==> src/rtl/cdc_fifo_write_arbiter_pkg.sv <==
// Shared types and the round-robin pick function for the cdc_fifo write arbiter.
// Requester vectors are zero-padded to RR_MAX_REQ bits before rr_pick is called.
package cdc_fifo_arb_pkg;

   localparam int unsigned RR_MAX_REQ = 16;

   typedef enum logic {
      IDLE  = 1'b0,
      BURST = 1'b1
   } arb_state_e;

   // First set bit of valid scanning upward from last_grant+1, wrapping modulo num_req.
   function automatic int unsigned rr_pick(input logic [RR_MAX_REQ-1:0] valid,
                                           input int unsigned           last_grant,
                                           input int unsigned           num_req);
      int unsigned win;
      int unsigned idx;
      logic        found;
      win   = 0;
      found = 1'b0;
      for (int unsigned k = 1; k <= RR_MAX_REQ; k++) begin
         if (k <= num_req) begin
            idx = (last_grant + k) % num_req;
            if (!found && (((valid >> idx) & 16'd1) != 16'd0)) begin
               win   = idx;
               found = 1'b1;
            end
         end
      end
      return win;
   endfunction

endpackage

==> src/rtl/cdc_fifo_write_arbiter_if.sv <==
// Requester handshake and FIFO write-port bundle for cdc_fifo_write_arbiter.
// Build macro CDC_FIFO_ARB_TAG_EN widens fifo_write_data by the requester-ID tag.
interface cdc_fifo_write_arbiter_if #(
   parameter int NUM_REQ    = 4,
   parameter int DATA_WIDTH = 8
);
   import cdc_fifo_arb_pkg::*;

   localparam int ID_WIDTH = $clog2(NUM_REQ);
`ifdef CDC_FIFO_ARB_TAG_EN
   localparam int FIFO_WIDTH = DATA_WIDTH + ID_WIDTH;
`else
   localparam int FIFO_WIDTH = DATA_WIDTH;
`endif

   logic [NUM_REQ-1:0]            req_valid;
   logic [NUM_REQ*DATA_WIDTH-1:0] req_data;
   logic [NUM_REQ-1:0]            req_last;
   logic [NUM_REQ-1:0]            req_ready;
   logic                          fifo_full;
   logic [FIFO_WIDTH-1:0]         fifo_write_data;
   logic                          fifo_write_increment;
   logic [NUM_REQ-1:0]            grant;
   logic                          busy;

   modport master (
      input  req_valid, req_data, req_last, fifo_full,
      output req_ready, fifo_write_data, fifo_write_increment, grant, busy
   );

   modport slave (
      output req_valid, req_data, req_last, fifo_full,
      input  req_ready, fifo_write_data, fifo_write_increment, grant, busy
   );

endinterface

==> src/rtl/cdc_fifo_write_arbiter_rr_priority_select.sv <==
// Combinational rotating priority encoder: valid vector plus last-winner pointer
// gives the next winner as one-hot and index.
module rr_priority_select
   import cdc_fifo_arb_pkg::*;
#(
   parameter int NUM_REQ = 4,
   parameter int IDW     = $clog2(NUM_REQ)
) (
   input  logic [NUM_REQ-1:0] valid_i,
   input  logic [IDW-1:0]     ptr_i,
   output logic [NUM_REQ-1:0] onehot_o,
   output logic [IDW-1:0]     index_o,
   output logic               any_o
);

   logic [RR_MAX_REQ-1:0] valid_pad;

   always_comb begin
      valid_pad                = '0;
      valid_pad[NUM_REQ-1:0]   = valid_i;
      any_o                    = |valid_i;
      index_o                  = IDW'(rr_pick(valid_pad, 32'(ptr_i), NUM_REQ));
      onehot_o                 = any_o ? (NUM_REQ'(1) << index_o) : '0;
   end

endmodule

==> src/rtl/cdc_fifo_write_arbiter.sv <==
// Round-robin burst arbiter sharing one cdc_fifo write port among NUM_REQ requesters.
// Build macro CDC_FIFO_ARB_TAG_EN prefixes each written beat with the granted index.
//
// state | meaning
// IDLE  | no owner; pick next valid requester round-robin, no beat accepted
// BURST | owner fixed; beats pass while FIFO not full until last/limit/withdraw
module cdc_fifo_write_arbiter
   import cdc_fifo_arb_pkg::*;
#(
   parameter int NUM_REQ    = 4,
   parameter int DATA_WIDTH = 8,
   parameter int MAX_BURST  = 4
) (
   input  logic                     clock,
   input  logic                     reset,
   cdc_fifo_write_arbiter_if.master bus
);

   localparam int ID_WIDTH = $clog2(NUM_REQ);
   localparam int CW       = $clog2(MAX_BURST + 1);

   arb_state_e          state_q, state_d;
   logic [NUM_REQ-1:0]  grant_q, grant_d;
   logic [ID_WIDTH-1:0] gidx_q, gidx_d;
   logic [ID_WIDTH-1:0] last_q, last_d;
   logic [CW-1:0]       cnt_q, cnt_d;

   logic [NUM_REQ-1:0]    sel_onehot;
   logic [ID_WIDTH-1:0]   sel_idx;
   logic                  sel_any;
   logic                  g_valid, g_last, accept, burst_end;
   logic [DATA_WIDTH-1:0] g_data;

   rr_priority_select #(.NUM_REQ(NUM_REQ), .IDW(ID_WIDTH)) u_sel (
      .valid_i  (bus.req_valid),
      .ptr_i    (last_q),
      .onehot_o (sel_onehot),
      .index_o  (sel_idx),
      .any_o    (sel_any)
   );

   assign g_valid   = bus.req_valid[gidx_q];
   assign g_last    = bus.req_last[gidx_q];
   assign g_data    = bus.req_data[gidx_q*DATA_WIDTH +: DATA_WIDTH];
   assign accept    = (state_q == BURST) && g_valid && !bus.fifo_full;
   // A withdrawn requester ends the burst even while the FIFO is full.
   assign burst_end = (state_q == BURST) &&
                      (!g_valid || (accept && (g_last || (cnt_q == CW'(MAX_BURST - 1)))));

   always_ff @(posedge clock or posedge reset) begin
      if (reset) begin
         state_q <= IDLE;
         grant_q <= '0;
         gidx_q  <= '0;
         last_q  <= ID_WIDTH'(NUM_REQ - 1);
         cnt_q   <= '0;
      end else begin
         state_q <= state_d;
         grant_q <= grant_d;
         gidx_q  <= gidx_d;
         last_q  <= last_d;
         cnt_q   <= cnt_d;
      end
   end

   always_comb begin
      state_d = state_q;
      grant_d = grant_q;
      gidx_d  = gidx_q;
      last_d  = last_q;
      cnt_d   = cnt_q;
      unique case (state_q)
         IDLE: begin
            if (sel_any) begin
               state_d = BURST;
               grant_d = sel_onehot;
               gidx_d  = sel_idx;
               last_d  = sel_idx;
               cnt_d   = '0;
            end
         end
         BURST: begin
            if (burst_end) begin
               state_d = IDLE;
               grant_d = '0;
               cnt_d   = '0;
            end else if (accept) begin
               cnt_d = cnt_q + CW'(1);
            end
         end
         default: state_d = IDLE;
      endcase
   end

   always_comb begin
      bus.req_ready = '0;
      if ((state_q == BURST) && !bus.fifo_full) begin
         bus.req_ready[gidx_q] = 1'b1;
      end
      bus.fifo_write_increment = accept;
`ifdef CDC_FIFO_ARB_TAG_EN
      bus.fifo_write_data = {gidx_q, g_data};
`else
      bus.fifo_write_data = g_data;
`endif
      bus.grant = grant_q;
      bus.busy  = (state_q == BURST);
   end

endmodule

==> src/flat_wrapper.sv <==
// flat-port wrapper written by rule: the top's interface ports become plain ports
module cdc_fifo_write_arbiter_flat import cdc_fifo_arb_pkg::*;
#(
   parameter int NUM_REQ    = 4,
   parameter int DATA_WIDTH = 8,
   parameter int MAX_BURST  = 4
)
  (clock, reset, bus_req_valid, bus_req_data, bus_req_last, bus_fifo_full, bus_req_ready, bus_fifo_write_data, bus_fifo_write_increment, bus_grant, bus_busy);
  cdc_fifo_write_arbiter_if #(.NUM_REQ(NUM_REQ), .DATA_WIDTH(DATA_WIDTH)) bus_i ();
  input  logic clock;
  input  logic reset;
  input wire logic [$bits(bus_i.req_valid)-1:0] bus_req_valid;
  input wire logic [$bits(bus_i.req_data)-1:0] bus_req_data;
  input wire logic [$bits(bus_i.req_last)-1:0] bus_req_last;
  input wire logic [$bits(bus_i.fifo_full)-1:0] bus_fifo_full;
  output wire logic [$bits(bus_i.req_ready)-1:0] bus_req_ready;
  output wire logic [$bits(bus_i.fifo_write_data)-1:0] bus_fifo_write_data;
  output wire logic [$bits(bus_i.fifo_write_increment)-1:0] bus_fifo_write_increment;
  output wire logic [$bits(bus_i.grant)-1:0] bus_grant;
  output wire logic [$bits(bus_i.busy)-1:0] bus_busy;
  assign bus_i.req_valid = bus_req_valid;
  assign bus_i.req_data = bus_req_data;
  assign bus_i.req_last = bus_req_last;
  assign bus_i.fifo_full = bus_fifo_full;
  assign bus_req_ready = bus_i.req_ready;
  assign bus_fifo_write_data = bus_i.fifo_write_data;
  assign bus_fifo_write_increment = bus_i.fifo_write_increment;
  assign bus_grant = bus_i.grant;
  assign bus_busy = bus_i.busy;
  cdc_fifo_write_arbiter #(.NUM_REQ(NUM_REQ), .DATA_WIDTH(DATA_WIDTH), .MAX_BURST(MAX_BURST)) u_core (.clock(clock), .reset(reset), .bus(bus_i));
endmodule
==> config.mk <==
export PLATFORM = sky130hd
export DESIGN_NAME = cdc_fifo_write_arbiter_flat
export DESIGN_NICKNAME = d
export VERILOG_FILES = /design/src/rtl/cdc_fifo_write_arbiter_pkg.sv /design/src/rtl/cdc_fifo_write_arbiter_if.sv /design/src/rtl/cdc_fifo_write_arbiter_rr_priority_select.sv /design/src/rtl/cdc_fifo_write_arbiter.sv /design/src/flat_wrapper.sv
export SDC_FILE = /design/constraint.sdc
export NUM_CORES = 1
export LEC_CHECK = 0
export ABC_AREA = 1
export CORE_MARGIN = 3
export CORE_UTILIZATION = 40
export CTS_CLUSTER_SIZE = 25
export DETAILED_ROUTE_END_ITERATION = 7
export DONT_BUFFER_PORTS = 1
export GPL_TIMING_DRIVEN = 0
export PLACE_DENSITY = 0.58
export SLEW_MARGIN = 40
export SYNTH_ARGS = -nofsm -noshare
export SYNTH_HDL_FRONTEND = slang
export SYNTH_SLANG_ARGS = --single-unit
==> constraint.sdc <==
create_clock -name clock -period 4.96 [get_ports clock]
set_input_delay 0.992 -clock clock [delete_from_list [all_inputs] [get_ports clock]]
set_output_delay 0.992 -clock clock [all_outputs]
set_load 0.02 [all_outputs]
======== After elaboration in Yosys (flattened, before gate mapping) ========
Cells that the tools add are included.
cells by class
  magnitude comparators ................... 2
  reduce and logical (&&, ||, !) cells .... 20
  shift-type cells ........................ 6
  bitwise operators ....................... 1
  $add $sub $neg .......................... 5
  multiplexer cells ....................... 24
  eq/ne operators ......................... 4
operators by type and width
  cell                   number
  $shiftx A32 B6 Y8      1
  $shr A4 B2 Y1          4
  $mux W4                3
  $logic_and A1 B1 Y1    9
  $mux W3                3
  $mux W1                8
  $mux W2                4
  $pmux W4 S2            1
  $pmux W3 S2            1
  $reduce_and A2 Y1      3
  $logic_not A1 Y1       5
  $add A2 B1 Y2 const B  2
  $add A2 B2 Y2 const B  2
  $bmux W1 S2            2
  $reduce_or A4 Y1       1
  $shl A1 B2 Y4 const A  1
  $add A3 B1 Y3 const B  1
  $eq A3 B2 Y1 const B   1
  $lt A2 B3 Y1 const B   1
  $ne A3 B3 Y1 const B   1
  $demux W1 S2           1
  $ge A2 B1 Y1 const B   1
  $logic_or A1 B1 Y1     2
  $ne A2 B1 Y1 const B   1
  other kinds (3)        3
storage, ports and cells
  bits of input ports ..................... 43
  word-level logic and storage cells ...... 67
  bits in registers ....................... 12
  output and inout port bits .............. 18

======== Longest topological paths before layout ========
Gate-level depths: netlist of run 1.
  depth after elaboration ................. 15
  gate-level depth with buffers ........... 14
  mapped depth without buffers ............ 14

======== By module ========
A second synthesis of run 1 with hierarchy kept.
second synthesis, totals
  cells, all modules ...................... 194
  area total of the unflattened synthesis .. 1211.2 sq um
by module, submodules not included
  module                  sequential area each (sq um)  times used  cells each  area each (sq um)
  cdc_fifo_write_arbiter  302.8                         1           127         883.3
  rr_priority_select      0.0                           1           67          327.8

======== Least setup slack after synthesis of run 1 ========
OpenSTA, ideal clock, no wires.
  kind .................................... input -> output
  start ................................... input port bus_req_valid[2]
  end ..................................... output port bus_fifo_write_increment
  data arrival time ....................... 1.569 ns
  cell stages on the path ................. 6
  path buffers ............................ 0
  path slack .............................. 2.399 ns
  data required time ...................... 3.968 ns
  path through ............................ inv_1 nor2_1 a21oi_1 nand2_1 inv_2 nor2_1
between the ends
  cells in the longest elaborated chain, start to end .. 4
RTL lines
  what                               RTL line                      RTL
  start: declaration                 flat_wrapper.sv:12            input wire logic [$bits(bus_i.req_valid)-1:0] bus_req_valid;
  $bmux W1 S2                        cdc_fifo_write_arbiter.sv:42  assign g_valid = bus.req_valid[gidx_q];
  $mux W1 (implied by the code)      cdc_fifo_write_arbiter.sv:42
  $logic_and A1 B1 Y1 (2 in series)  cdc_fifo_write_arbiter.sv:45  assign accept = (state_q == BURST) && g_valid && !bus.fifo_full;
  end: declaration                   flat_wrapper.sv:18            output wire logic [$bits(bus_i.fifo_write_increment)-1:0] bus_fifo_write_increment;
Every way passes these cells. The select of a mux whose other input is x is not followed.

======== Final worst setup path of run 1 ========
  start ................................... register u_core.gidx_q[1]
  end ..................................... output port bus_fifo_write_increment
between the ends
  cells in the longest elaborated chain, start to end .. 4
RTL lines
  what                               RTL line                      RTL
  start: declaration                 cdc_fifo_write_arbiter.sv:24  logic [ID_WIDTH-1:0] gidx_q, gidx_d;
  start signal: assignment           cdc_fifo_write_arbiter.sv:60  gidx_q <= gidx_d;
  $bmux W1 S2                        cdc_fifo_write_arbiter.sv:42
  $mux W1 (implied by the code)      cdc_fifo_write_arbiter.sv:42
  $logic_and A1 B1 Y1 (2 in series)  cdc_fifo_write_arbiter.sv:45
Every way passes these cells. The select of a mux whose other input is x is not followed.

==> run summary, run 1 <==
final critical-path setup slack: 2320 ps
antenna violation net count after detailed routing: 0
nets in the synthesized netlist: 229
DRT Wirelength: 2.78 mm
vertical die dimension: 59.3 um
power density over the cells: 738 nW/um2
async set-or-reset flop fraction in the synthesized netlist: 1.00
number of placement rows: 18
Unique masters post-synth: 24
setup repair after global routing missed its margin: no
antenna cells: 0
Worst-Margin Slew: 443 ps
wire length of the first global-routing pass: 4.33 mm
via count of the routed design: 1,157
Remaining Overflow, GRT: 0
maximum net fanout on the critical path: 10
aggregate global-route resource usage: 0.158
sequential power share: 0.210
Hold Crit Class: register to register
total number of yosys warnings: 0
Vias/cell: 5.31
setup repair bufs after CTS: 0
largest cells by area after synthesis: nand2_1 (23%), dfrtp_1 (22%), nand3_1 (11%)
final hold slack: 495 ps
simple-gate share of the synthesized area: 0.504
number of synthesized flops with an enable pin: 0
Slew headroom: 0.704
fraction of the mapped netlist area in adder cells: 0.0220
Sw Ratio: 0.590
combinational cell fraction of total power: 0.702
layout overhead on the synthesized area: 6.50%
Max H-tree Level: 1
kind of capture point of the worst setup path: output pin
number of iterations in the first detailed-routing pass: 4
layout cells sized above 1: 0.176
mapped cell area: 1140 um2
number of sinks driven by the clock tree: 12
Resized Gates After CTS: 0
initial antenna violation count: 0
Crit path max-delay family: simple AND/OR/NAND/NOR gates
sequential fraction of the synthesis area: 0.267
Boundary Pins: 61
XOR/XNOR share of the synthesized area: 0
sum of negative setup slack: 0 ps
post-synthesis compound-gate area fraction: 0.110
worst setup slack after placement: 2330 ps
Buf/Inv on CP: 2
WL per Instance: 12.8 um
result of the run: finished, final reports clean
clock latency on the worst-skew pair: 270 ps
endpoint required time on the critical path: 3970 ps
count of input and output buffers: 0
cell leakage power: 0.637 nW
Tmin final: 2640 ps
maximum number of pins on one net before global-route repair: 13
Final Hold Fails: 0
max-cap viol count: 0
initial cell density of the core: 0.439
fraction of synthesized cell area taken by the top area cell type: 0.228
maximum single-stage delay on the critical path: 460 ps
width of the die: 59.3 um
die footprint: 3520 um2
Design Power: 0.892 mW
Mapped Avg Cell Area: 6.17 um2
Slowest cell on crit path: dfrtp_1
total CTS buffers: 3
Layout Utilization: 0.467
most frequent CP cell: nor2_1
Filler Cell Count: 260
share of the clock period used by the worst path: 0.532
mux cell area share after synthesis: 0
worst-case clock skew: 2.42 ps
cell chosen for the clock root: clkbuf_4
deepest clock path buffer count: 2
main combinational cell family by area after synthesis: simple AND/OR/NAND/NOR gates
core region area: 2590 um2
DRC violations left: 0
class of the most critical setup path: register to output pin
critical path startpoint category: register
cell type with the highest aggregate area in the netlist: nand2_1
max-slew violation count: 0
Highest Clock Rate: 0.379 GHz
top cells by instance count after synthesis: nand2_1 (69), nand3_1 (24), inv_1 (17)
DP HPWL: 2.24 mm
Synth Instances: 184
number of violations reported at the end of detailed-routing iteration 0: 114
final weighted congestion in routability-driven placement: 0.796
top-count cell post-synth: nand2_1
nets: 234
signal arrival time at the worst endpoint: 1650 ps
maximum vdd ir drop: 0.357 mV
number of global-route vias before repair: 1,023
power share of the clock group: 0.088
series of cell instances along the critical path: nor2_4 -> inv_1 -> nor2_1 -> nor2_1 -> nand2_1 -> inv_2 -> nor2_1
Setup violations, final: 0
clock transition time at the flip-flop clock pins of the worst setup and hold paths: 80 ps
switching power of the nets: 0.526 mW
internal power: 0.366 mW
TritonCTS clock tree: built
Synth Register Bits: 12
most instantiated flip-flop cell in the synthesis netlist: dfrtp_1
hold-fix buffers at CTS: 0
[layer usage]
| metal | track usage | vias up | part of all wire |
|---|---|---|---|
| met2 | 0.253 | 45 | 0.46 |
| met4 | 0.0485 | 0 | 0.0072 |
| li1 | - | 600 | - |
| met3 | 0.0283 | 2 | 0.095 |
| met1 | 0.215 | 510 | 0.43 |
| met5 | 0 | - | 0 |
[worst paths after layout]
check                           depth (start not counted)                  endpoint              from  slack (ps)
worst max-delay path                                    7  bus_fifo_write_increment  u_core.gidx_q[1]        2320
worst min-delay path                                    2           u_core.cnt_q[2]   u_core.cnt_q[2]         490
worst max register to register                         11          u_core.last_q[1]  u_core.last_q[0]        3200
worst min register to register                          2           u_core.cnt_q[2]   u_core.cnt_q[2]         490
max in group asynchronous                               1          u_core.last_q[0]             reset        4020
min in group asynchronous                               1       u_core.bus.grant[1]             reset         600
[sequential cells by signal, summed over array words and instances, names as in the netlist]
| register | cells |
|---|---|
| u_core.bus.grant | 4 |
| u_core.cnt_q | 3 |
| u_core.gidx_q | 2 |
| u_core.last_q | 2 |
| u_core.bus.busy | 1 |
[power groups by stage]
stage | sequential, mW | combinational (mW) | clock, mW
2_1_floorplan | 0.184 | 0.532 | 0
5_1_grt | 0.193 | 0.710 | 0.0830
3_3_place_gp | 0.189 | 0.615 | 0
4_1_cts | 0.188 | 0.632 | 0.0804
6_report | 0.188 | 0.626 | 0.0783
3_5_place_dp | 0.189 | 0.629 | 0
[tightest hold or removal path: stages, from the launching register on]
cell and delay [ps]:
dfrtp_1 350, nand2_1 50, o21ai_1 60
[placed cells by master (no fill, tap or decap), types with 2 or more instances in the layout]
master | synthesis | routed
nand3_1 | 24 | 24
nand2_1 | 69 | 69
buf_2 | 2 | 2
a22oi_1 | 8 | 8
dfrtp_1 | 10 | 10
clkbuf_4 | 0 | 3
nor2_4 | 4 | 4
dfstp_2 | 2 | 2
nand2_2 | 7 | 7
nor2_2 | 2 | 2
ha_1 | 2 | 2
inv_2 | 6 | 6
nor2_1 | 11 | 11
nand4_1 | 5 | 5
inv_1 | 17 | 17
o21ai_1 | 4 | 4
o21ai_0 | 2 | 2
a21oi_1 | 2 | 2
[cells by family after synthesis]
| family | after synthesis |
|---|---|
| buffers and inverters | 27 |
| adders and majority gates | 2 |
| DFF | 12 |
| AOI/OAI and AO/OA | 19 |
| and+or+nand+nor | 124 |
[per-stage QoR]
step                      instances  instance area, um2
after floorplan                 184                1140
after global placement          214                1170
after detailed placement        214                1170
after CTS                       218                1210
after global routing            218                1210
final                           218                1210
[final cells by class]
| class | count | area (um2) | share of cell area |
|---|---|---|---|
| multi-input cells | 145 | 723 | 0.598 |
| flip-flops and latches | 12 | 303 | 0.250 |
| inverters | 24 | 92.6 | 0.0765 |
| well taps | 30 | 37.5 | 0.0310 |
| clock buffers | 4 | 36.3 | 0.0300 |
| plain buffers | 3 | 17.5 | 0.0145 |
Power figures use the tool's default switching activity.
==> run 2, diff against run 1 <==
PLACE_DENSITY = 0.6   (was 0.58)
clock period = 2.12 ns   (was 4.96 ns; I/O delays follow)
==> run summary, run 2 (synthesis gave the netlist of run 1 again) <==
Tmin final: 2030 ps
Buf/Inv on CP: 2 (unchanged)
Max H-tree Level: 1 (unchanged)
met3 WL post-DR: 198 um (-25%)
commonest non-fill, non-tap cells in the layout: nand2_1 (69), nand3_1 (24), inv_1 (17)
number of flip-flops in the largest register: 4 (unchanged)
cell leakage power: 0.630 nW (-1.2%)
class of the most critical setup path: register to output pin
power density over the cells: 1710 nW/um2 (+130%)
layout overhead on the synthesized area: 5.73%
final hold slack: 34.6 ps (-460 ps)
layout cells sized above 1: 0.182 (+0.00629)
number of global-route vias before repair: 1,085 (+6.1%)
switching power of the nets: 1.23 mW (+130%)
clock latency on the worst-skew pair: 270 ps (about the same)
number of violations reported at the end of detailed-routing iteration 0: 122 (+7.0%)
reg2reg path depth: 11 (unchanged)
clock transition time at the flip-flop clock pins of the worst setup and hold paths: 70 ps (about the same)
Setup violations, final: 0 (unchanged)
maximum net fanout on the critical path: 6 (-4)
aggregate global-route resource usage: 0.167 (+0.00887)
antenna cells: 0 (unchanged)
DRC violations left: 0 (unchanged)
width of the die: 59.3 um (unchanged)
wire length of the first global-routing pass: 4.61 mm (+6.4%)
vertical die dimension: 59.3 um (unchanged)
initial cell density of the core: 0.439 (unchanged)
nets: 234 (unchanged)
DP HPWL: 2.33 mm (+3.6%)
share of the clock period used by the worst path: 0.956
M1 wire length: 1.23 mm (+1.9%)
die footprint: 3520 um2 (unchanged)
Design Power: 2.05 mW (+130%)
worst-case clock skew: 0.374 ps (-2.05 ps)
initial antenna violation count: 0 (unchanged)
kind of capture point of the worst setup path: output pin
Remaining Overflow, GRT: 0 (unchanged)
DRT Wirelength: 2.81 mm (+0.90%)
Sw Ratio: 0.601 (+0.0113)
maximum single-stage delay on the critical path: 480 ps (+20 ps)
series of cell instances along the critical path: inv_1 -> nor2_1 -> inv_1 -> nor2_1
Final Hold Fails: 0 (unchanged)
signal arrival time at the worst endpoint: 1600 ps (-50 ps)
total CTS buffers: 3 (unchanged)
hold-fix buffers at CTS: 0 (unchanged)
Crit path max-delay family: simple AND/OR/NAND/NOR gates
WL per Instance: 12.9 um (+1.4%)
setup repair after global routing missed its margin: yes
Reg-to-Reg Start: u_core.last_q[0]
via count of the routed design: 1,188 (+2.7%)
maximum number of pins on one net before global-route repair: 13 (unchanged)
met2 routed WL: 1.33 mm (+3.4%)
result of the run: finished, final reports clean
Filler Cell Count: 283 (+8.8%)
final weighted congestion in routability-driven placement: 0.796 (about the same)
area of the multi-input gates: 728 um2 (+0.69%)
maximum vdd ir drop: 0.819 mV (+130%)
number of sinks driven by the clock tree: 12 (unchanged)
deepest clock path buffer count: 2 (unchanged)
endpoint required time on the critical path: 1700 ps (-2270 ps)
antenna violation net count after detailed routing: 0 (unchanged)
internal power: 0.819 mW (+120%)
power share of the clock group: 0.068 (-0.020)
Vias/cell: 5.47 (+3.2%)
Worst-Margin Slew: 447 ps (+3.82 ps)
uppermost layer routed: met4
combinational cell fraction of total power: 0.717 (+0.015)
Layout Utilization: 0.464 (-0.00338)
sequential power share: 0.215 (+0.005)
number of placement rows: 18 (unchanged)
Highest Clock Rate: 0.493 GHz
max-cap viol count: 0 (unchanged)
count of input and output buffers: 0 (unchanged)
Worst R2R End: u_core.last_q[1]
critical path startpoint category: register
Boundary Pins: 61 (unchanged)
r2r setup slk: 360 ps (-2840 ps)
number of iterations in the first detailed-routing pass: 4 (unchanged)
cell chosen for the clock root: clkbuf_4
leading cell type in the layout, fill and taps excluded: nand2_1
TritonCTS clock tree: built
Slowest cell on crit path: dfrtp_1
max-slew violation count: 0 (unchanged)
Seq. cell area: 303 um2 (unchanged)
core region area: 2590 um2 (unchanged)
Slew headroom: 0.702 (-0.00255)
Hold Crit Class: input pin to asynchronous set/reset pin
run 2: cell types whose count changed in the layout (fill, tap and decap cells not counted), sizes merged:
cell	previous run	this run
clkbuf	4	3
run 2: worst max path at each step:
stage                     start                        to  slack, ps  depth (start not counted)
6_report        u_core.bus.busy          bus_req_ready[0]         90                          4
5_1_grt         u_core.bus.busy          bus_req_ready[0]        -50                          4
4_1_cts        u_core.gidx_q[1]  bus_fifo_write_increment         40                          7
3_5_place_dp   u_core.gidx_q[1]  bus_fifo_write_increment        340                          7
3_3_place_gp   u_core.gidx_q[1]  bus_fifo_write_increment        380                          7
2_1_floorplan  u_core.gidx_q[1]  bus_fifo_write_increment        480                          7
run 2: through the flow:
step | TNS, ps | worst slack (ps) | area, um2 | instances
finish | 0 | 92.5 | 1200 | 217
global route | -152 | -50.3 | 1200 | 217
detailed placement | 0 | 344 | 1170 | 214
CTS | 0 | 36.6 | 1200 | 217
global placement | 0 | 379 | 1170 | 214
floorplan | 0 | 482 | 1140 | 184
run 2: cell type report:
| class | count | area share |
|---|---|---|
| clock buffer | 3 | 0.0188 |
| inverter | 24 | 0.0771 |
| tap | 30 | 0.0313 |
| buffer | 3 | 0.0146 |
| multi-input combinational | 145 | 0.606 |
| sequential | 12 | 0.252 |
run 2: power groups by stage:
| stage | clock network, mW | logic, mW | registers [mW] |
|---|---|---|---|
| 2_1_floorplan | 0 | 1.25 | 0.431 |
| 3_3_place_gp | 0 | 1.44 | 0.444 |
| 3_5_place_dp | 0 | 1.47 | 0.447 |
| 4_1_cts | 0.147 | 1.48 | 0.444 |
| 5_1_grt | 0.161 | 1.67 | 0.455 |
| 6_report | 0.140 | 1.47 | 0.441 |
run 2: routing by layer:
metal,vias up,global-route usage
met5,-,0
li1,602,-
met3,5,0.0327
met1,546,0.240
met2,35,0.250
met4,0,0.0518
run 2: timing repair:
| item | CTS | global route |
|---|---|---|
| resized for setup | 0 | 2 |
| setup endpoints to repair | 0 | 5 |
| setup buffers | 0 | 0 |
==> run 3, diff against run 2 <==
CAP_MARGIN = 20   (was not set)
CTS_CLUSTER_DIAMETER = 50   (was not set)
==> results of run 3 <==
No change in the layout: final DEF, timing and power equal those of run 2.
